--- config.mk ---
export PLATFORM = sky130hd
export DESIGN_NAME = load_store_unit
export DESIGN_NICKNAME = d
export VERILOG_FILES = /design/src/rtl/load_store_unit.sv
export SDC_FILE = /design/constraint.sdc
export NUM_CORES = 1
export LEC_CHECK = 0
export CAP_MARGIN = 20
export CORE_AREA = 2 2 159 130
export DETAILED_ROUTE_END_ITERATION = 8
export DIE_AREA = 0 0 161 132
export GPL_TIMING_DRIVEN = 0
export SYNTH_ARGS = -nofsm -noshare
export SYNTH_HDL_FRONTEND = slang
export SYNTH_SLANG_ARGS = --single-unit
--- constraint.sdc ---
create_clock -name clk -period 1.7 [get_ports clk]
set_input_delay 0.425 -clock clk [delete_from_list [all_inputs] [get_ports clk]]
set_output_delay 0.425 -clock clk [all_outputs]
set_load 0.01 [all_outputs]
--- src/rtl/load_store_unit.sv ---
// load_store_unit: memory stage between ALU and writeback, req/ready handshake to data memory.
// Define LSU_TIMEOUT_EN to add the ACCESS timeout counter (error code 11).
module load_store_unit #(
    parameter int unsigned TIMEOUT_CYCLES = 16
) (
    input  logic        clk,
    input  logic        rst_n,
    input  logic        ex_valid,
    output logic        ex_ready,
    input  logic        ex_mem_read,
    input  logic        ex_mem_write,
    input  logic [2:0]  ex_funct3,
    input  logic [31:0] ex_addr,
    input  logic [31:0] ex_wdata,
    input  logic [4:0]  ex_rd,
    output logic        mem_req,
    output logic        mem_we,
    output logic [31:0] mem_addr,
    output logic [3:0]  mem_wstrb,
    output logic [31:0] mem_wdata,
    input  logic        mem_ready,
    input  logic [31:0] mem_rdata,
    output logic        wb_valid,
    output logic [4:0]  wb_rd,
    output logic [31:0] wb_data,
    output logic        lsu_err,
    output logic [1:0]  lsu_err_code
);
    typedef enum logic {IDLE, ACCESS} state_t;

    if (TIMEOUT_CYCLES == 0) begin : g_timeout_check
        $error("TIMEOUT_CYCLES must be >= 1");
    end

    state_t      state, state_n;
    logic        req_n, we_n, wb_valid_n, err_n;
    logic [31:0] addr_n, wdata_n, wb_data_n, load_val;
    logic [3:0]  wstrb_n;
    logic [4:0]  wb_rd_n, op_rd, op_rd_n;
    logic [2:0]  op_funct3, op_funct3_n;
    logic [1:0]  op_off, op_off_n, code_n;
    logic        illegal, misaligned;
    logic [7:0]  byte_sel;
    logic [15:0] half_sel;

`ifdef LSU_TIMEOUT_EN
    localparam int unsigned CW = (TIMEOUT_CYCLES > 1) ? $clog2(TIMEOUT_CYCLES) : 1;
    localparam logic [CW-1:0] CNT_LAST = CW'(TIMEOUT_CYCLES - 1);
    logic [CW-1:0] cnt, cnt_n;
`endif

    assign ex_ready = (state == IDLE);

    always_comb begin
        illegal = (ex_mem_read && ex_mem_write)
               || (ex_mem_read && !(ex_funct3 inside {3'b000, 3'b001, 3'b010, 3'b100, 3'b101}))
               || (ex_mem_write && !(ex_funct3 inside {3'b000, 3'b001, 3'b010}));
        misaligned = ((ex_funct3[1:0] == 2'b01) && ex_addr[0])
                  || ((ex_funct3[1:0] == 2'b10) && (ex_addr[1:0] != 2'b00));
    end

    // Byte/half lane picked from the latched low address bits of the access.
    always_comb begin
        byte_sel = 8'(mem_rdata >> {op_off, 3'b000});
        half_sel = 16'(mem_rdata >> {op_off[1], 4'b0000});
        case (op_funct3)
            3'b000:  load_val = {{24{byte_sel[7]}}, byte_sel};
            3'b001:  load_val = {{16{half_sel[15]}}, half_sel};
            3'b100:  load_val = {24'h0, byte_sel};
            3'b101:  load_val = {16'h0, half_sel};
            default: load_val = mem_rdata;
        endcase
    end

    always_comb begin
        state_n     = state;
        req_n       = mem_req;
        we_n        = mem_we;
        addr_n      = mem_addr;
        wstrb_n     = mem_wstrb;
        wdata_n     = mem_wdata;
        wb_valid_n  = 1'b0;
        wb_rd_n     = wb_rd;
        wb_data_n   = wb_data;
        err_n       = 1'b0;
        code_n      = lsu_err_code;
        op_rd_n     = op_rd;
        op_funct3_n = op_funct3;
        op_off_n    = op_off;
`ifdef LSU_TIMEOUT_EN
        cnt_n       = cnt;
`endif
        case (state)
            IDLE: begin
                if (ex_valid) begin
                    if (!ex_mem_read && !ex_mem_write) begin
                        wb_valid_n = 1'b1;
                        wb_rd_n    = ex_rd;
                        wb_data_n  = ex_addr;
                    end else if (illegal) begin
                        err_n  = 1'b1;
                        code_n = 2'b10;
                    end else if (misaligned) begin
                        err_n  = 1'b1;
                        code_n = 2'b01;
                    end else begin
                        state_n     = ACCESS;
                        req_n       = 1'b1;
                        we_n        = ex_mem_write;
                        addr_n      = {ex_addr[31:2], 2'b00};
                        op_rd_n     = ex_rd;
                        op_funct3_n = ex_funct3;
                        op_off_n    = ex_addr[1:0];
`ifdef LSU_TIMEOUT_EN
                        cnt_n       = '0;
`endif
                        if (ex_mem_write) begin
                            case (ex_funct3[1:0])
                                2'b00: begin
                                    wdata_n = {4{ex_wdata[7:0]}};
                                    wstrb_n = 4'(4'b0001 << ex_addr[1:0]);
                                end
                                2'b01: begin
                                    wdata_n = {2{ex_wdata[15:0]}};
                                    wstrb_n = 4'(4'b0011 << ex_addr[1:0]);
                                end
                                default: begin
                                    wdata_n = ex_wdata;
                                    wstrb_n = 4'b1111;
                                end
                            endcase
                        end else begin
                            wstrb_n = '0;
                        end
                    end
                end
            end
            ACCESS: begin
                if (mem_ready) begin
                    state_n = IDLE;
                    req_n   = 1'b0;
                    we_n    = 1'b0;
                    wstrb_n = '0;
                    if (!mem_we) begin
                        wb_valid_n = 1'b1;
                        wb_rd_n    = op_rd;
                        wb_data_n  = load_val;
                    end
                end
`ifdef LSU_TIMEOUT_EN
                else if (cnt == CNT_LAST) begin
                    state_n = IDLE;
                    req_n   = 1'b0;
                    we_n    = 1'b0;
                    wstrb_n = '0;
                    err_n   = 1'b1;
                    code_n  = 2'b11;
                end else begin
                    cnt_n = cnt + 1'b1;
                end
`endif
            end
            default: state_n = IDLE;
        endcase
    end

    always_ff @(posedge clk or negedge rst_n) begin
        if (!rst_n) begin
            state        <= IDLE;
            mem_req      <= 1'b0;
            mem_we       <= 1'b0;
            mem_addr     <= '0;
            mem_wstrb    <= '0;
            mem_wdata    <= '0;
            wb_valid     <= 1'b0;
            wb_rd        <= '0;
            wb_data      <= '0;
            lsu_err      <= 1'b0;
            lsu_err_code <= '0;
            op_rd        <= '0;
            op_funct3    <= '0;
            op_off       <= '0;
`ifdef LSU_TIMEOUT_EN
            cnt          <= '0;
`endif
        end else begin
            state        <= state_n;
            mem_req      <= req_n;
            mem_we       <= we_n;
            mem_addr     <= addr_n;
            mem_wstrb    <= wstrb_n;
            mem_wdata    <= wdata_n;
            wb_valid     <= wb_valid_n;
            wb_rd        <= wb_rd_n;
            wb_data      <= wb_data_n;
            lsu_err      <= err_n;
            lsu_err_code <= code_n;
            op_rd        <= op_rd_n;
            op_funct3    <= op_funct3_n;
            op_off       <= op_off_n;
`ifdef LSU_TIMEOUT_EN
            cnt          <= cnt_n;
`endif
        end
    end
endmodule

======== Yosys cells after proc, flatten, opt, wreduce, memory -nomap -nowiden ========
Index checks and enable logic that the tools add are counted.
word-level totals
  register bits after elaboration ......... 120
  bits in latches ......................... 0
  RAM bits ................................ 0
  ROM bits ................................ 0
  input port bits ......................... 110
  output and inout port bits .............. 112
  logic and storage cells ................. 112
  memories ................................ 0
operators by class
  $add $sub $neg .......................... 0
  multipliers ............................. 0
  divide/modulo/power cells ............... 0
  $lt $le $gt $ge ......................... 0
  equal/unequal tests ..................... 16
  shift operators ......................... 4
  multiplexer cells ....................... 49
  bitwise gates (word level) .............. 4
  reduce and logical (&&, ||, !) cells .... 25
operators with widths
  operator            number
  $mux 32             4
  $pmux 32 s2         2
  $pmux 32 s4         1
  $shr 32x5->16       1
  $shr 32x5->8        1
  $mux 4              6
  $mux 1              23
  $mux 5              4
  $pmux 4 s2          2
  $eq 3x3->1 const B  4
  $ne 2x2->1 const B  6
  $pmux 5 s2          1
  $reduce_and 5->1    2
  $pmux 1 s2          4
  $reduce_and 4->1    2
  $eq 3x1->1 const B  2
  $logic_and 1x1->1   6
  $logic_not 3->1     2
  $reduce_and 6->1    1
  $reduce_bool 5->1   1
  $logic_not 1->1     4
  $mux 2              2
  $not 1->1           4
  $reduce_bool 2->1   2
  9 further kinds     11

======== Depth between registers and ports, before layout ========
  word-level depth ........................ 10
  mapped depth ............................ 8

======== Least setup slack after synthesis ========
Ideal clock, no wire load.
  kind .................................... input port to flip-flop
  start ................................... in ex_funct3[1]
  end ..................................... reg mem_wdata[3]
  library setup time ...................... 0.125 ns
  arrival ................................. 1.709 ns
  path slack .............................. -0.134 ns
  stages .................................. 7
  buffers on the path ..................... 3
  cells stage by stage .................... buf_2 -> nand3_1 -> o211ai_4 -> or3_1 -> buf_2 -> buf_6 -> mux2_4
between the ends
  cells in the longest elaborated chain, start to end .. 8
RTL lines
  what                                RTL line  source
  start, declared                     12        input logic [2:0] ex_funct3,
  $eq 3x1->1 (tied with other cells)  56, 57
  $reduce_bool 5->1                   56        || (ex_mem_read && !(ex_funct3 inside {3'b000, 3'b001, 3'b010, 3'b100, 3'b101}))
  $logic_not 1->1                     56
  $logic_and 1x1->1                   56
  $logic_or 1x1->1                    56
  $logic_or 1x1->1                    57        || (ex_mem_write && !(ex_funct3 inside {3'b000, 3'b001, 3'b010}));
  $not 1->1 (no line)                 n/a
  $reduce_and 6->1 (no line) *        n/a
  end signal, assigned                192       mem_wdata <= wdata_n;
  end, declared                       20        output logic [31:0] mem_wdata,
Every way passes the cells marked *; elsewhere a longest branch is shown, timed or not.
A chain may end at the register's enable or synchronous reset.

======== Worst setup path in the final report ========
  start ................................... reg state
  end ..................................... reg mem_wdata[3]
between the ends
  cells in the longest elaborated chain, start to end .. 2
RTL lines
  what                        RTL line  source
  start, declared             35        state_t state, state_n;
  start signal, assigned      187       state <= state_n;
  $not 1->1 (no line)         n/a
  $reduce_and 6->1 (no line)  n/a
Every way passes these cells.

==> flow_results.xml <==
<?xml version="1.0" encoding="UTF-8"?>
<metrics>
  <group name="outcome">
    <metric name="outcome" unit="">complete, but fails checks</metric>
    <metric name="violations" unit="">setup timing</metric>
  </group>
  <group name="floorplanning">
    <metric name="initial_utilization" unit="">0.298</metric>
    <metric name="core_area" unit="µm²">19600</metric>
    <metric name="die_w" unit="µm">161</metric>
    <metric name="die_h" unit="µm">132</metric>
    <metric name="design.die.area" unit="µm²">21300</metric>
    <metric name="row_count" unit="">46</metric>
    <metric name="ioPinCount" unit="">222</metric>
  </group>
  <group name="global_routing">
    <metric name="globalRouteTotalUtil" unit="">0.206</metric>
    <metric name="global_route.overflow_total" unit="">0</metric>
    <metric name="grt_first_pass_wirelength" unit="µm">33300</metric>
    <metric name="number_of_global_route_vias_before_repair" unit="">5566</metric>
    <metric name="grt_antenna_before_repair" unit="">3</metric>
    <metric name="maximum_number_of_pins_on_one_net_before_global_route_repair" unit="">66</metric>
  </group>
  <group name="route">
    <metric name="routed-via-count" unit="">5290</metric>
    <metric name="drtIter0Drc" unit="">299</metric>
    <metric name="drt_pre_antenna_iters" unit="">4</metric>
    <metric name="wire_per_inst" unit="µm">21.1</metric>
    <metric name="drt_wl_total" unit="µm">22400</metric>
    <metric name="drc_errors" unit="">0</metric>
    <metric name="antenna_left" unit="">0</metric>
    <metric name="routed_via_density" unit="">4.98</metric>
  </group>
  <group name="synth">
    <metric name="netlist.area_leader.share" unit="">0.514</metric>
    <metric name="number_of_synthesis_warnings" unit="">0</metric>
    <metric name="post-synth-top-area-cell" unit="">dfrtp_1</metric>
    <metric name="synth-edff-count" unit="">0</metric>
    <metric name="syn_inst" unit="">506</metric>
    <metric name="postSynthRegisterBits" unit="">120</metric>
    <metric name="netlist_top_cells_area" unit="">dfrtp_1 51%, mux2_2 16%, mux2i_1 3.9%</metric>
    <metric name="synth.cell_area" unit="µm²">5840</metric>
    <metric name="post_synth_num_cell_types" unit="">45</metric>
    <metric name="synth-seq-area-share" unit="">0.514</metric>
    <metric name="yosysMostFrequentCell" unit="">dfrtp_1</metric>
    <metric name="synth_flop_cell" unit="">dfrtp_1</metric>
    <metric name="yosys-top-cells-count" unit="">120 x dfrtp_1, 83 x mux2_2, 55 x nand2_1</metric>
    <metric name="synth-async-reset-ratio" unit="">1.00</metric>
    <metric name="syn_avg_cell_area" unit="µm²">11.5</metric>
  </group>
  <group name="place">
    <metric name="hpwlAfterDp" unit="µm">15700</metric>
    <metric name="placed_cells_incl_taps" unit="">989</metric>
    <metric name="place.port_buffers" unit="">217</metric>
    <metric name="place_congestion" unit="">0.835</metric>
  </group>
  <group name="finish">
    <metric name="final_nets" unit="">894</metric>
    <metric name="fin_cells" unit="">1063</metric>
    <metric name="layout-drive-gt1-share" unit="">0.348</metric>
    <metric name="layout-area-overhead-vs-synth" unit="%">72.3</metric>
    <metric name="n_fill_cell" unit="">1782</metric>
  </group>
  <group name="timing">
    <metric name="rsz0062_at_grt" unit="">true</metric>
    <metric name="fin_worst_hold_slack" unit="ns">0.414</metric>
    <metric name="time_the_worst_path_needs_with_i_o_delays_and_setup" unit="ns">1.79</metric>
    <metric name="period_share" unit="">1.05</metric>
    <metric name="report.final.setup_viol" unit="">59</metric>
    <metric name="final_max_slew_viols" unit="">0</metric>
    <metric name="slew-limit-headroom" unit="">0.450</metric>
    <metric name="clock.fmax" unit="GHz">0.560</metric>
    <metric name="report.final.hold_viol_count" unit="">0</metric>
    <metric name="worst_slack" unit="ns">-0.0855</metric>
    <metric name="transition_time_at_the_pin_with_the_least_slew_margin" unit="ns">0.822</metric>
    <metric name="timing.clock.skew" unit="ns">0.00759</metric>
  </group>
  <group name="critical_path">
    <metric name="crit_path_top_delay_cell" unit="">or3_4</metric>
    <metric name="cp_data_required_time" unit="ns">2.00</metric>
    <metric name="stage_delay_of_the_slowest_cell_on_the_critical_path" unit="ns">0.45</metric>
    <metric name="critPathCaptureType" unit="">flip-flop</metric>
    <metric name="critical_path_arrival" unit="ns">2.09</metric>
    <metric name="worstSetupStartpointType" unit="">flip-flop</metric>
    <metric name="crit_path_cell_trace" unit="">buf_6 &gt; nor2b_4 &gt; nand2_2 &gt; or3_4 &gt; buf_12 &gt; mux2_4</metric>
    <metric name="path_class" unit="">reg2reg</metric>
    <metric name="timing.critical_path.fanout_max" unit="">5</metric>
  </group>
  <group name="clocking">
    <metric name="clock-root-buffer" unit="">clkbuf_16</metric>
    <metric name="cts_made_buffers" unit="">17</metric>
    <metric name="maximum_root_to_sink_buffer_count" unit="">2</metric>
    <metric name="htreeDepth" unit="">4</metric>
    <metric name="worstSkewPairLatency" unit="ns">0.42</metric>
    <metric name="cts_tree" unit="">done</metric>
    <metric name="tritoncts_num_sinks" unit="">120</metric>
    <metric name="path_clk_slew" unit="ns">0.06</metric>
  </group>
  <group name="power_and_ir_drop">
    <metric name="power_density" unit="nW/µm²">1330</metric>
    <metric name="power.ir.vdd_worst" unit="mV">0.641</metric>
    <metric name="leakagePower" unit="nW">4.44</metric>
    <metric name="report.power.total" unit="mW">13.4</metric>
  </group>
  <group name="hold_path">
    <metric name="hold_class" unit="">in2reg</metric>
  </group>
  <group name="flow_run">
    <metric name="drv_cap" unit="">0</metric>
  </group>
</metrics>
-- where the power goes --
part	switching [mW]	internal [mW]	leakage (nW)
Combinational	2.41	2.69	2.72
Clock	1.43	2.35	0.293
Sequential	0.622	3.85	1.43
-- final timing paths --
check | startpoint | slack [ns] | to | depth (start not counted)
max | state | -0.09 | mem_wdata[3] | 6
min | ex_addr[0] | 0.41 | wb_data[0] | 3
max reg2reg | state | -0.09 | mem_wdata[3] | 6
min reg2reg | mem_req | 0.48 | mem_req | 1
max in group asynchronous | rst_n | 0.44 | lsu_err | 3
min in group asynchronous | rst_n | 0.55 | mem_wdata[29] | 2
-- timing repair --
| action | in CTS | in global routing |
|---|---|---|
| gates cloned | 4 | 4 |
| gates resized for setup | 235 | 66 |
| hold endpoints to repair | 34 | 0 |
| pin swaps | 18 | 5 |
| hold buffers | 1 | 0 |
| setup endpoints to repair | 227 | 115 |
| buffers inserted | 19 | 17 |
-- routing by layer --
layer  part of all wire  global-route usage  vias to the layer above
li1                   -                   -                     2383
met1               0.44               0.269                     2685
met2               0.48               0.331                      175
met3              0.051              0.0472                       47
met4              0.033              0.0883                        0
met5                  0                   0                        -
-- sequential cells by signal, indices dropped and copies added, names as in the netlist, 2 cells and up --
register      count
op_off            2
wb_data          32
lsu_err_code      2
op_funct3         3
wb_rd             5
mem_wstrb         4
op_rd             5
mem_addr         30
mem_wdata        32
-- cells in the final DEF, fill, tap and decap left out, types with 4 or more instances in the layout --
cell and n:
nor2_1 24, clkdlybuf4s50_1 100, buf_4 27, nor2b_1 10, nand2_2 7, mux2i_1 21, o2111ai_2 4, buf_6 17
mux2_2 37, nor2_4 4, nand2_1 48, o22ai_2 4, nand3_1 10, nor3_1 17, o21ai_2 5, clkbuf_2 4
o221ai_4 4, a211oi_2 17, buf_12 6, buf_8 10, a21oi_1 11, clkbuf_16 22, dfrtp_1 120, a211o_1 7
mux2_4 53, clkbuf_1 6, nor2_2 9, dlygate4sd2_1 114, o21ai_0 11
-- cell families after synthesis --
family	Yosys count	synth area share
and+or+nand+nor	142	0.109
DFF	120	0.514
muxes	114	0.220
AOI/OAI and AO/OA	88	0.117
buffers and inverters	41	0.0388
other	1	0.000642
-- through the flow --
stage          cell area [µm²]   util  TNS [ns]  setup slack (ns)
6_report                 10100  0.514     -2.53           -0.0855
5_1_grt                  10100  0.514     -6.85            -0.138
4_1_cts                   9660  0.494     -2.85           -0.0849
3_5_place_dp              8510  0.435    -83.18            -0.860
3_3_place_gp              8490  0.434   -619.48             -4.51
2_1_floorplan             5980      -    -0.281           -0.0563
-- cell type report --
| type | count | area (µm²) | share of cell area |
|---|---|---|---|
| Antenna cell | 2 | 5.00 | 0.000497 |
| Timing Repair Buffer | 263 | 2580 | 0.257 |
| Buffer | 32 | 358 | 0.0356 |
| Inverter | 4 | 32.5 | 0.00323 |
| Multi-Input combinational cell | 346 | 3140 | 0.312 |
| Tap cell | 264 | 330 | 0.0328 |
| Sequential cell | 120 | 3000 | 0.298 |
| Clock buffer | 18 | 439 | 0.0436 |
| Clock inverter | 14 | 171 | 0.0170 |
-- critical path: cells and delay by family, from the launching register on --
| kind | cells | cell delay (ns) |
|---|---|---|
| simple gates | 3 | 0.69 |
| flops | 1 | 0.37 |
| buf+inv | 2 | 0.31 |
| mux | 1 | 0.29 |
Power figures use the tool's default switching activity.
